File: config.mk
export PLATFORM = sky130hd
export DESIGN_NAME = pixel_write_arb
export DESIGN_NICKNAME = d
export VERILOG_FILES = /design/src/rtl/pixel_pkg.sv /design/src/rtl/pix_fifo_2w1r.sv /design/src/rtl/pixel_write_arb.sv
export SDC_FILE = /design/constraint.sdc
export NUM_CORES = 1
export LEC_CHECK = 0
export ABC_AREA = 1
export BUFFER_PORTS_ARGS = -buffer_cell sky130_fd_sc_hd__buf_2
export CAP_MARGIN = 10
export CORE_ASPECT_RATIO = 0.9
export CORE_UTILIZATION = 40
export DETAILED_ROUTE_END_ITERATION = 6
export PLACE_DENSITY = 0.71
export SLEW_MARGIN = 20
export SYNTH_ARGS = -nofsm -noshare
export SYNTH_HDL_FRONTEND = slang
export SYNTH_SLANG_ARGS = --single-unit
File: constraint.sdc
create_clock -name clk -period 3.1 [get_ports clk]
set_clock_uncertainty 0.05 [all_clocks]
set_input_delay 0.62 -clock clk [delete_from_list [all_inputs] [get_ports clk]]
set_output_delay 0.62 -clock clk [all_outputs]
set_load 0.05 [all_outputs]
File: src/rtl/pixel_pkg.sv
// Shared types and constants for the pixel write arbiter and its FIFO.
package pixel_pkg;

  localparam int COORD_W = 8;
  localparam int COLOR_W = 3;

  localparam logic SRC_DRAW    = 1'b0;
  localparam logic SRC_RESTORE = 1'b1;

  typedef struct packed {
    logic               src;
    logic [COORD_W-1:0] x;
    logic [COORD_W-1:0] y;
    logic [COLOR_W-1:0] color;
  } pix_wr_t;

endpackage

File: src/rtl/pix_fifo_2w1r.sv
// Generic FIFO with two ordered write ports (wr0 lands before wr1) and one read port.
// The caller must never enable more writes than free_cnt allows.
module pix_fifo_2w1r
  import pixel_pkg::*;
#(
  parameter int DEPTH = 4,
  parameter int W     = $bits(pix_wr_t)
) (
  input  logic                     clk,
  input  logic                     rst_n,
  input  logic                     wr0_en,
  input  logic [W-1:0]             wr0_data,
  input  logic                     wr1_en,
  input  logic [W-1:0]             wr1_data,
  input  logic                     rd_en,
  output logic [W-1:0]             rd_data,
  output logic                     empty,
  output logic                     full,
  output logic [$clog2(DEPTH):0]   free_cnt
);

  localparam int AW = (DEPTH > 1) ? $clog2(DEPTH) : 1;
  localparam int CW = $clog2(DEPTH) + 1;

  logic [W-1:0]  mem [DEPTH];
  logic [AW-1:0] rptr;
  logic [AW-1:0] wptr;
  logic [AW-1:0] waddr1;
  logic [CW-1:0] cnt;
  logic          pop;

  assign pop    = rd_en & (cnt != '0);
  assign waddr1 = wptr + AW'(wr0_en);

  always_ff @(posedge clk or negedge rst_n) begin
    if (!rst_n) begin
      rptr <= '0;
      wptr <= '0;
      cnt  <= '0;
    end else begin
      rptr <= rptr + AW'(pop);
      wptr <= wptr + AW'(wr0_en) + AW'(wr1_en);
      cnt  <= cnt + CW'(wr0_en) + CW'(wr1_en) - CW'(pop);
    end
  end

  // Storage is not reset; the empty gate on rd_data hides stale contents.
  always_ff @(posedge clk) begin
    if (wr0_en) mem[wptr]   <= wr0_data;
    if (wr1_en) mem[waddr1] <= wr1_data;
  end

  assign empty    = (cnt == '0);
  assign full     = (cnt == CW'(DEPTH));
  assign free_cnt = CW'(DEPTH) - cnt + CW'(pop);
  assign rd_data  = empty ? '0 : mem[rptr];

endmodule

File: src/rtl/pixel_write_arb.sv
// Merges live draw writes and undo/redo restore pulses into one ordered framebuffer write stream.
// Optional canvas bounds filtering is enabled by defining PIXEL_WRITE_ARB_BOUNDS_CHECK_EN.
module pixel_write_arb
  import pixel_pkg::*;
#(
  parameter int DEPTH    = 4,
  parameter int CANVAS_W = 160,
  parameter int CANVAS_H = 120
) (
  input  logic               clk,
  input  logic               rst_n,
  input  logic               draw_req,
  input  logic [COORD_W-1:0] draw_x,
  input  logic [COORD_W-1:0] draw_y,
  input  logic [COLOR_W-1:0] draw_color,
  input  logic               restore_valid,
  input  logic [COORD_W-1:0] restore_x,
  input  logic [COORD_W-1:0] restore_y,
  input  logic [COLOR_W-1:0] restore_color,
  output logic               wr_valid,
  input  logic               wr_ready,
  output logic [COORD_W-1:0] wr_x,
  output logic [COORD_W-1:0] wr_y,
  output logic [COLOR_W-1:0] wr_color,
  output logic               wr_src,
  output logic               busy,
  output logic               overflow,
  input  logic               clear_ovf,
  output logic [7:0]         reject_cnt
);

  localparam int CW = $clog2(DEPTH) + 1;

  pix_wr_t       draw_ent;
  pix_wr_t       rest_ent;
  pix_wr_t       head;
  logic          draw_ok;
  logic          rest_ok;
  logic          fifo_empty;
  logic          fifo_full;
  logic [CW-1:0] free_cnt;
  logic          pop;
  logic          accept_r;
  logic          accept_d;
  logic          drop;

  assign draw_ent = '{src: SRC_DRAW,    x: draw_x,    y: draw_y,    color: draw_color};
  assign rest_ent = '{src: SRC_RESTORE, x: restore_x, y: restore_y, color: restore_color};

`ifdef PIXEL_WRITE_ARB_BOUNDS_CHECK_EN
  logic       draw_oob;
  logic       rest_oob;
  logic [8:0] rej_sum;
  logic [7:0] rej_q;

  assign draw_oob = draw_req &
                    ((32'(draw_x) >= CANVAS_W) | (32'(draw_y) >= CANVAS_H));
  assign rest_oob = restore_valid &
                    ((32'(restore_x) >= CANVAS_W) | (32'(restore_y) >= CANVAS_H));
  assign draw_ok  = draw_req & ~draw_oob;
  assign rest_ok  = restore_valid & ~rest_oob;
  assign rej_sum  = {1'b0, rej_q} + 9'(draw_oob) + 9'(rest_oob);

  always_ff @(posedge clk or negedge rst_n) begin
    if (!rst_n) rej_q <= '0;
    else        rej_q <= rej_sum[8] ? 8'hff : rej_sum[7:0];
  end

  assign reject_cnt = rej_q;
`else
  assign draw_ok    = draw_req;
  assign rest_ok    = restore_valid;
  assign reject_cnt = '0;
`endif

  assign pop = wr_valid & wr_ready;

  // Restore has priority for the first free slot; draw needs a second one if both arrive.
  assign accept_r = rest_ok & (~fifo_full | pop);
  assign accept_d = draw_ok & (free_cnt >= (accept_r ? CW'(2) : CW'(1)));
  assign drop     = (rest_ok & ~accept_r) | (draw_ok & ~accept_d);

  pix_fifo_2w1r #(
    .DEPTH (DEPTH),
    .W     ($bits(pix_wr_t))
  ) u_fifo (
    .clk      (clk),
    .rst_n    (rst_n),
    .wr0_en   (accept_r),
    .wr0_data (rest_ent),
    .wr1_en   (accept_d),
    .wr1_data (draw_ent),
    .rd_en    (wr_ready),
    .rd_data  (head),
    .empty    (fifo_empty),
    .full     (fifo_full),
    .free_cnt (free_cnt)
  );

  always_ff @(posedge clk or negedge rst_n) begin
    if (!rst_n)         overflow <= 1'b0;
    else if (drop)      overflow <= 1'b1;
    else if (clear_ovf) overflow <= 1'b0;
  end

  assign busy     = ~fifo_empty;
  assign wr_valid = busy;
  assign wr_x     = head.x;
  assign wr_y     = head.y;
  assign wr_color = head.color;
  assign wr_src   = head.src;

endmodule

==> summary.txt, run 1 <==
status -> complete, but fails checks
failing checks -> DRC
vias per inst -> 5.264
Total Power -> 8037 uW
number of antenna violations at the first check in global routing -> 0
Simple-Gate Fraction of Synth Area -> 33.40%
ports placed on the boundary -> 75
worst setup path class -> flop to flop
number of diodes -> 0
R2R depth -> 16
CTS root buffer -> sky130_fd_sc_hd__clkbuf_16
cell area after layout -> 6294 um2
Area growth, synth to finish -> 14.37%
total power divided by cell area -> 1277 nW/um2
Post-CTS Hold Buffers -> 0
level count of the clock H-tree -> 3
dominant synthesized flop cell -> sky130_fd_sc_hd__edfxtp_1
starting density of the core -> 41.18%
residual overflow from global routing -> 0
cell accounting for the most synthesized area -> sky130_fd_sc_hd__edfxtp_1
CTS Sinks -> 88
vias in the first global route -> 4,615
DRT antenna net count -> 0
timing-limited maximum frequency -> 340.3 MHz
Final Instance Count excl. Fillers -> 942
data required time of the critical path -> 3260 ps
number of fill cells -> 1,296
Detail Placement HPWL -> 10,020 um
# setup viols final -> 0
r2r endpoint -> u_fifo.cnt[1]$_DFF_PN0_
Std-Cell Core Area -> 13,360 um2
die outline height -> 113.3 um
Hold WS -> 67.23 ps
synthesis-stage register bit count -> 88
Synth Cell Area -> 5503 um2
clock slew at reported path FFs -> 60 ps
fraction of final layout cells with drive strength greater than 1 -> 17.83%
clock tree from TritonCTS -> built
CTS Buf Count -> 9
slack of the worst reg-to-reg path -> 160 ps
cells after synthesis -> 710
most used standard cell by instance count after synthesis -> sky130_fd_sc_hd__nand2_1
max-cap violations -> 0
sort of element at the end of the critical path -> flop
share of the synthesized area in the top cell type -> 41.47%
maximum number of pins on one net before global-route repair -> 82
mean instance size in the synthesized netlist -> 7.750 um2
fraction of registers with async set or reset after synthesis -> 9.091%
sequential-to-total area share from yosys stat -> 46.57%
fraction of synthesized area in multiplexers -> 0%
most common library cells after synthesis -> sky130_fd_sc_hd__nand2_1, sky130_fd_sc_hd__nor2_1, sky130_fd_sc_hd__nand4_1
Leak Pwr -> 0.002963 uW
number of enable-type register cells in the synthesized netlist -> 76
final number of max-transition violations -> 0
violation count after the first detailed-route iteration -> 594
largest fanout of any net on the critical path -> 3
worst r2r src -> u_fifo.cnt[0]$_DFF_PN0_
Critical Path Start Type -> flop
final estimated routing congestion in global placement -> 0.8504
DRC -> 3
fraction of the mapped netlist area in compound gates -> 5.775%
dominant combinational cell family by area after synthesis -> simple AND/OR/NAND/NOR gates
fraction of synthesized cell area in xor and xnor cells -> 0.6367%
wire per inst -> 16.13 um
die boundary width -> 125.6 um
dominant cells by area after synthesis -> sky130_fd_sc_hd__edfxtp_1, sky130_fd_sc_hd__nand2_1, sky130_fd_sc_hd__nor2_1
latest clock arrival within the worst-skew pair -> 340 ps
Worst VDD drop -> 0.0007011 V
Synth Area in Adders -> 2.547%
# port buffers -> 66
Worst slew margin -> 44.21%
final worst path period need -> 2939 ps
slew of the pin with the lowest slew margin -> 836.9 ps
Yosys warning total -> 0
DP Cell Count -> 923
maximum buffer depth of the clock tree -> 2
count of TritonRoute iterations in the first routing pass -> 7
count of vias placed by the detailed router -> 4,959
Final Hold Violating Endpoints -> 0
Total GRT Usage -> 22.04%
number of unique standard cell types used by synthesis -> 26
first-pass GRT wire length -> 24,400 um
Data arrival, critical path -> 3100 ps
Std-Cell Rows -> 40
post-route clock period utilization -> 94.80%
post-placement cell area -> 5974 um2
Layout Nets -> 823
overall die area -> 14,230 um2
Hold Path Class -> input port to async pin
wire length after detailed routing -> 15,200 um
## flip-flops by register name, summed over array words and instances (netlist names)
register     flops
u_fifo.mem      80
u_fifo.cnt       3
u_fifo.rptr      2
u_fifo.wptr      2
overflow         1
## where the power goes
group	internal [uW]	total, uW	switching [uW]
combinational	1280	4770	3490
clock	588	1010	423
sequential	2080	2260	182
total	3950	8040	4090
## how the worst max path moves through the flow
stage	start	to	slack, ps	depth (start not counted)
after detailed placement	wr_ready	u_fifo.cnt[1]$_DFF_PN0_	-80	15
final	u_fifo.cnt[0]$_DFF_PN0_	u_fifo.cnt[1]$_DFF_PN0_	160	16
after floorplan	u_fifo.cnt[1]$_DFF_PN0_	u_fifo.cnt[1]$_DFF_PN0_	-100	17
after global placement	wr_ready	u_fifo.cnt[1]$_DFF_PN0_	30	15
after global routing	u_fifo.cnt[0]$_DFF_PN0_	u_fifo.mem[2][9]$_DFFE_PP_	-20	16
after CTS	u_fifo.cnt[1]$_DFF_PN0_	u_fifo.cnt[1]$_DFF_PN0_	40	16
## placed cells by master (no fill, tap or decap), drive strengths merged
master  Yosys  final
xnor2       1      1
conb        1      8
clkbuf     11     13
fa          2      2
inv        50     50
nand3      10     10
nor2      162    162
o211ai      1      1
o21ai      40     40
buf        54    106
nand2     180    180
clkinv      0      3
dfxtp       4      4
ha          8      8
edfxtp     76     76
a21oi      22     22
nand4      77     77
xor2        3      3
dfrtp       8      8
## layer usage
metal	track usage, %	vias to the layer above	part of all wire [%]
li1	-	2447	-
met1	29.39	2231	44
met2	35.74	254	47
met3	4.161	27	7.8
met4	8.211	0	1.8
met5	0	-	0
## timing repair
| action | 4_1_cts | 5_1_grt |
|---|---|---|
| setup buffers | 0 | 3 |
| gates resized for setup | 0 | 4 |
| setup endpoints to repair | 0 | 74 |
## per-stage QoR
| stage | setup WS (ps) | setup TNS [ps] | util [%] |
|---|---|---|---|
| floorplan | -101.4 | -147.8 | - |
| global placement | 28.52 | 0 | 44.71 |
| detailed placement | -75.37 | -82.99 | 44.71 |
| CTS | 40.31 | 0 | 46.78 |
| global route | -16.97 | -56.16 | 47.10 |
| finish | 161.3 | 0 | 47.10 |
## cell families (layout without fill, tap and decap cells)
| kind of cell | count (synthesis) | count (layout) |
|---|---|---|
| buffers and inverters | 115 | 172 |
| other | 1 | 8 |
| adders and majority gates | 10 | 10 |
| DFF | 88 | 88 |
| and+or+nand+nor | 429 | 429 |
| xor gates and xnor gates | 4 | 4 |
| AOI/OAI and AO/OA | 63 | 63 |
## worst max-delay path, stage by stage, from the launching register on
cell,delay (ps)
sky130_fd_sc_hd__dfrtp_1,420
sky130_fd_sc_hd__nor2_4,150
sky130_fd_sc_hd__nand2_4,60
sky130_fd_sc_hd__inv_2,60
sky130_fd_sc_hd__nor2_2,40
sky130_fd_sc_hd__inv_1,50
sky130_fd_sc_hd__ha_1,140
sky130_fd_sc_hd__inv_1,40
sky130_fd_sc_hd__ha_1,270
sky130_fd_sc_hd__ha_1,270
sky130_fd_sc_hd__nand2_1,90
sky130_fd_sc_hd__nand3_2,80
sky130_fd_sc_hd__nand2_2,100
sky130_fd_sc_hd__ha_4,200
sky130_fd_sc_hd__fa_2,330
sky130_fd_sc_hd__inv_2,60
sky130_fd_sc_hd__fa_1,400
## final cells by class
| type | count | area (um2) | share of cell area (%) |
|---|---|---|---|
| inverter | 50 | 187.7 | 2.982 |
| sequential | 88 | 2564 | 40.74 |
| multi-input combinational | 514 | 2396 | 38.07 |
| clock buffer | 13 | 261.5 | 4.155 |
| tap | 168 | 210.2 | 3.340 |
| clock inverter | 3 | 15.01 | 0.2386 |
| timing repair buffer | 106 | 659.4 | 10.48 |
No activity file was read; power rests on OpenSTA's default activity.
==> run 2: changes to the inputs <==
PLACE_DENSITY = 0.62   (was 0.71)
==> summary.txt, run 2 (synthesized netlist as in run 1, its figures left out) <==
status -> complete, but fails checks
failing checks -> DRC
most common library cell in the layout ignoring fill and taps -> sky130_fd_sc_hd__nand2_1
Detail Placement HPWL -> 10,650 um
# setup viols final -> 0
Area growth, synth to finish -> 15.26%
final estimated routing congestion in global placement -> 0.8692
commonest non-fill, non-tap cells in the layout -> sky130_fd_sc_hd__nand2_1, sky130_fd_sc_hd__nor2_1, sky130_fd_sc_hd__nand4_1
slew of the pin with the lowest slew margin -> 748.9 ps
multi-input logic area -> 2399 um2
clock tree from TritonCTS -> built
post-route clock period utilization -> 94.58%
starting density of the core -> 41.18%
fraction of final layout cells with drive strength greater than 1 -> 17.88%
final number of max-transition violations -> 0
CTS Buf Count -> 9
biggest registers after layout -> u_fifo.mem x80, u_fifo.cnt x3
latest clock arrival within the worst-skew pair -> 350 ps
worst-case setup slack after placement -> -30.47 ps
data required time of the critical path -> 3280 ps
worst setup slack after layout -> 168.1 ps
Critical Path Start Type -> flop
first-pass GRT wire length -> 25,220 um
clock slew at reported path FFs -> 60 ps
Critical Path Max Stage Delay -> 430 ps
share of total power in the clock network -> 15.0%
total power divided by cell area -> 1304 nW/um2
maximum buffer depth of the clock tree -> 2
Std-Cell Rows -> 40
# port buffers -> 66
count of TritonRoute iterations in the first routing pass -> 7
sort of element at the end of the critical path -> flop
final worst path period need -> 2932 ps
sequential group share of total power -> 27.5%
global routing usage on met1 -> 31.86%
CTS root buffer -> sky130_fd_sc_hd__clkbuf_16
Hold Path Class -> input port to async pin
Final Hold Violating Endpoints -> 0
Total GRT Usage -> 23.44%
vias in the first global route -> 4,835
unrepaired setup endpoints after global routing -> no
residual overflow from global routing -> 0
Layout Nets -> 822
die boundary width -> 125.6 um
cell area after layout -> 6342 um2
wire per inst -> 16.73 um
Post-CTS Hold Buffers -> 0
busiest metal layer after global routing -> met2
met2 layer usage reported by global route -> 36.07%
wire length after detailed routing -> 15,730 um
DRC -> 4
Critical Path Start -> u_fifo.cnt[0]$_DFF_PN0_
timing-limited maximum frequency -> 341.1 MHz
max reg flops -> 80
worst setup path class -> flop to flop
maximum number of pins on one net before global-route repair -> 54
count of vias placed by the detailed router -> 5,122
post-placement cell area -> 5974 um2
DRT antenna net count -> 0
GR met3 Demand/Resource -> 4.823%
max-cap violations -> 0
crit-path leading delay family -> adder cells
overall die area -> 14,230 um2
vias per inst -> 5.449
ordered cell list for the critical path -> nor2_4, nand2_4, inv_2, nor2_2, inv_1, ha_1, inv_1, ha_1, ha_1, nand2_2, nand3_2, nand2_2, ha_4, fa_2, inv_2, fa_1
number of diodes -> 0
violation count after the first detailed-route iteration -> 492
register ranked first by flip-flop count -> u_fifo.mem
Sequential Area -> 2562 um2
Crit path top cell by count -> sky130_fd_sc_hd__ha_1
Worst VDD drop -> 0.0005993 V
number of fill cells -> 1,272
largest fanout of any net on the critical path -> 3
CTS Sinks -> 88
worst r2r src -> u_fifo.cnt[0]$_DFF_PN0_
switching power -> 4133 uW
level count of the clock H-tree -> 3
Leak Pwr -> 0.002979 uW
Worst slew margin -> 50.02%
Data arrival, critical path -> 3110 ps
Max stage delay cell, worst path -> sky130_fd_sc_hd__dfrtp_1
ports placed on the boundary -> 75
internal power of the cells -> 4140 uW
die outline height -> 113.3 um
Crit path buffers/inverters -> 4
utilization after layout -> 47.46%
Std-Cell Core Area -> 13,360 um2
Gate power share -> 57.5%
sw frac -> 49.96%
number of antenna violations at the first check in global routing -> 0
## run 2: metrics by stage
step           std cells  TNS, ps  total power, uW  hold slack (ps)
2_1_floorplan        717   -147.8             5775            274.4
3_3_place_gp         923        0             6923            428.1
3_5_place_dp         923   -30.47             6992            435.2
4_1_cts              938        0             8247            48.51
5_1_grt              940        0             8823            58.24
6_report             940        0             8273            50.71
## run 2: area by class of cell
cell class | count | share of cell area [%]
Tap cell | 168 | 3.314
Clock inverter | 5 | 1.677
Sequential cell | 88 | 40.40
Multi-Input combinational cell | 514 | 37.82
Inverter | 50 | 2.959
Clock buffer | 10 | 3.610
Timing Repair Buffer | 105 | 10.22
## run 2: timing repair
| item | 4_1_cts | 5_1_grt |
|---|---|---|
| buffers inserted | 0 | 2 |
| gates resized for setup | 0 | 3 |
| endpoints found under the setup margin | 0 | 2 |
## run 2: path summary, 6_finish.rpt
path | slack, ps | cells after the start | to
setup / recovery | 170 | 16 | u_fifo.cnt[1]$_DFF_PN0_
hold / removal | 50 | 1 | u_fifo.cnt[0]$_DFF_PN0_
setup reg to reg | 170 | 16 | u_fifo.cnt[1]$_DFF_PN0_
hold reg to reg | 470 | 4 | u_fifo.mem[1][19]$_SDFFE_PP0P_
max in group asynchronous | 2770 | 1 | u_fifo.wptr[1]$_DFF_PN0_
min in group clk | 410 | 2 | overflow$_DFFE_PN0P_
## run 2: routing by layer
layer / part of all wire [%] / vias up
met5: 0 / -
met4: 2.2 / 0
met3: 8.2 / 29
met2: 46 / 249
met1: 44 / 2393
li1: - / 2451
## run 2: power by group through the flow
stage | registers, uW | logic [uW] | clock network [uW]
floorplan | 2250 | 3520 | 0
global placement | 2290 | 4640 | 0
detailed placement | 2300 | 4690 | 0
CTS | 2280 | 4710 | 1260
global route | 2320 | 5200 | 1300
finish | 2280 | 4760 | 1240
==> run 3: changes to the inputs <==
ABC_AREA = not set   (was 1)
PLACE_DENSITY = 0.63   (was 0.62)
SETUP_SLACK_MARGIN = 0.4   (was not set)
SYNTH_HIERARCHICAL = 1   (was not set)
==> summary.txt, run 3 <==
biggest registers after layout -> u_fifo/mem x80, u_fifo/cnt x3
maximum buffer depth of the clock tree -> 2
Critical Path Start Type -> flop
Area growth, synth to finish -> 43.38%
CTS root buffer -> sky130_fd_sc_hd__clkbuf_16
cell depth of the worst setup path -> 16
Hold Path Class -> input port to async pin
most used standard cell by instance count after synthesis -> sky130_fd_sc_hd__edfxtp_1
number of diodes -> 0
ordered cell list for the critical path -> nor3_4, nand2b_4, ha_4, inv_2, inv_2, ha_4, nand2b_4, a211oi_4, nor2b_2, inv_2, ha_4, inv_2, fa_2, fa_2, xnor2_2, xnor2_1
fraction of final layout cells with drive strength greater than 1 -> 67.70%
most common library cells after synthesis -> sky130_fd_sc_hd__edfxtp_1, sky130_fd_sc_hd__mux2_2, sky130_fd_sc_hd__nor2b_1
final worst path period need -> 3168 ps
# setup viols final -> 1
slew of the pin with the lowest slew margin -> 584.6 ps
first-pass GRT wire length -> 17,160 um
final number of max-transition violations -> 0
sort of element at the end of the critical path -> flop
post-route clock period utilization -> 102.2%
count of TritonRoute iterations in the first routing pass -> 4
Max stage delay cell, worst path -> sky130_fd_sc_hd__dfrtp_2
DRT antenna net count -> 0
register ranked first by flip-flop count -> u_fifo/mem
data required time of the critical path -> 3260 ps
timing-limited maximum frequency -> 315.7 MHz
level count of the clock H-tree -> 3
Std-Cell Rows -> 37
mean instance size in the synthesized netlist -> 16.59 um2
max-cap violations -> 0
commonest non-fill, non-tap cells in the layout -> sky130_fd_sc_hd__edfxtp_1, sky130_fd_sc_hd__buf_2, sky130_fd_sc_hd__mux2_4
ports placed on the boundary -> 75
Critical Path Max Stage Delay -> 420 ps
fraction of synthesized area in multiplexers -> 28.96%
fraction of synthesized cell area in xor and xnor cells -> 1.284%
overall die area -> 12,130 um2
number of enable-type register cells in the synthesized netlist -> 80
number of antenna violations at the first check in global routing -> 0
die outline height -> 104.6 um
Crit path top cell by count -> sky130_fd_sc_hd__inv_2
Detail Placement HPWL -> 6440 um
dominant combinational cell family by area after synthesis -> multiplexers
vias in the first global route -> 3,011
residual overflow from global routing -> 0
vias per inst -> 5.075
share of the synthesized area in the top cell type -> 51.35%
clock tree from TritonCTS -> built
fraction of the mapped netlist area in compound gates -> 1.230%
worst setup slack after layout -> -67.88 ps
failing checks -> setup timing
# port buffers -> 66
Yosys warning total -> 6
Synth Area in Adders -> 2.995%
Hold WS -> 73.31 ps
final estimated routing congestion in global placement -> 0.7726
Critical Path Start -> u_fifo/cnt[0]$_DFF_PN0_
sequential-to-total area share from yosys stat -> 55.63%
unrepaired setup endpoints after global routing -> yes
synthesis-stage register bit count -> 88
Layout Nets -> 467
Std-Cell Core Area -> 11,390 um2
number of unique standard cell types used by synthesis -> 32
worst r2r src -> u_fifo/cnt[0]$_DFF_PN0_
Post-CTS Hold Buffers -> 0
DP Cell Count -> 520
R2R depth -> 16
CTS Sinks -> 88
Synth Cell Area -> 4678 um2
violation count after the first detailed-route iteration -> 98
Data arrival, critical path -> 3330 ps
cells after synthesis -> 282
wire length after detailed routing -> 11,370 um
Crit path buffers/inverters -> 4
maximum number of pins on one net before global-route repair -> 22
die boundary width -> 116.0 um
Total GRT Usage -> 19.67%
largest fanout of any net on the critical path -> 2
count of vias placed by the detailed router -> 2,913
dominant synthesized flop cell -> sky130_fd_sc_hd__edfxtp_1
max reg flops -> 80
latest clock arrival within the worst-skew pair -> 330 ps
most common library cell in the layout ignoring fill and taps -> sky130_fd_sc_hd__edfxtp_1
dominant cells by area after synthesis -> sky130_fd_sc_hd__edfxtp_1, sky130_fd_sc_hd__mux2_2, sky130_fd_sc_hd__mux4_2
Final Instance Count excl. Fillers -> 574
Worst slew margin -> 61.03%
DRC -> 0
clock slew at reported path FFs -> 60 ps
worst setup path class -> flop to flop
number of fill cells -> 896
Simple-Gate Fraction of Synth Area -> 5.189%
fraction of registers with async set or reset after synthesis -> 9.091%
cell accounting for the most synthesized area -> sky130_fd_sc_hd__edfxtp_1
starting density of the core -> 41.08%
setup TNS -> -67.88 ps
crit-path leading delay family -> adder cells
CTS Buf Count -> 9
status -> complete, but fails checks
Final Hold Violating Endpoints -> 0
wire per inst -> 19.81 um
run 3: cell count changes after synthesis, sizes merged, moves of 22 or more:
cell / before / now
a21oi: 22 / 0
buf: 54 / 21
inv: 50 / 12
mux2: 0 / 80
nand2: 180 / 3
nand4: 77 / 0
nor2: 162 / 1
o21ai: 40 / 0
run 3: kinds of logic (layout without fill, tap and decap cells):
kind of cell,Yosys count,count (layout)
xor gates and xnor gates,6,6
and+or+nand+nor,35,35
adders and majority gates,10,10
buffers and inverters,35,148
other,2,16
AOI/OAI and AO/OA,6,15
muxes,100,100
DFF,88,88
run 3: worst reg2reg max path, cell delays in order, from the launching register on:
cell,delay (ps)
sky130_fd_sc_hd__dfrtp_2,420
sky130_fd_sc_hd__nor3_4,210
sky130_fd_sc_hd__nand2b_4,170
sky130_fd_sc_hd__ha_4,190
sky130_fd_sc_hd__inv_2,40
sky130_fd_sc_hd__inv_2,30
sky130_fd_sc_hd__ha_4,240
sky130_fd_sc_hd__nand2b_4,120
sky130_fd_sc_hd__a211oi_4,60
sky130_fd_sc_hd__nor2b_2,150
sky130_fd_sc_hd__inv_2,70
sky130_fd_sc_hd__ha_4,260
sky130_fd_sc_hd__inv_2,30
sky130_fd_sc_hd__fa_2,330
sky130_fd_sc_hd__fa_2,370
sky130_fd_sc_hd__xnor2_2,150
sky130_fd_sc_hd__xnor2_1,130
run 3: stage by stage:
stage | util, % | setup WS, ps | cell area [um2]
floorplan | - | -77.66 | 5034
global placement | 49.70 | -13.15 | 5660
detailed placement | 49.70 | -114.5 | 5660
CTS | 57.80 | -31.77 | 6583
global route | 58.90 | -176.4 | 6708
finish | 58.90 | -67.88 | 6708
run 3: layout make-up:
| type | count | area (um2) | share of cell area (%) |
|---|---|---|---|
| Clock buffer | 10 | 229.0 | 3.414 |
| Tap cell | 156 | 195.2 | 2.910 |
| Clock inverter | 6 | 91.34 | 1.362 |
| Multi-Input combinational cell | 182 | 2515 | 37.49 |
| Inverter | 12 | 45.04 | 0.6715 |
| Sequential cell | 88 | 2605 | 38.84 |
| Timing Repair Buffer | 120 | 1027 | 15.31 |
run 3: what timing repair did:
action                                  4_1_cts  5_1_grt
pin swaps                                     4        1
hold endpoints to repair                      0        0
buffers inserted                             19        6
gates resized for setup                      67       15
gates cloned                                 12        1
endpoints found under the setup margin      163      167
run 3: final timing paths:
kind	endpoint	slack [ps]
max	u_fifo/cnt[2]$_DFF_PN0_	-70
min	overflow$_DFFE_PN0P_	70
max reg2reg	u_fifo/cnt[2]$_DFF_PN0_	-70
min reg2reg	overflow$_DFFE_PN0P_	470
max in group asynchronous	u_fifo/rptr[1]$_DFF_PN0_	2730
min in group clk	overflow$_DFFE_PN0P_	470
run 3: per-layer routing:
metal / global-route usage, % / wire (um)
met1: 24.41 / 4628
met2: 34.61 / 6261
met3: 3.654 / 414
met4: 5.678 / 69
met5: 0 / 0
Power of run 3 is not shown: default switching activity piles up to over one toggle a cycle in this logic, so the estimate is an artifact.
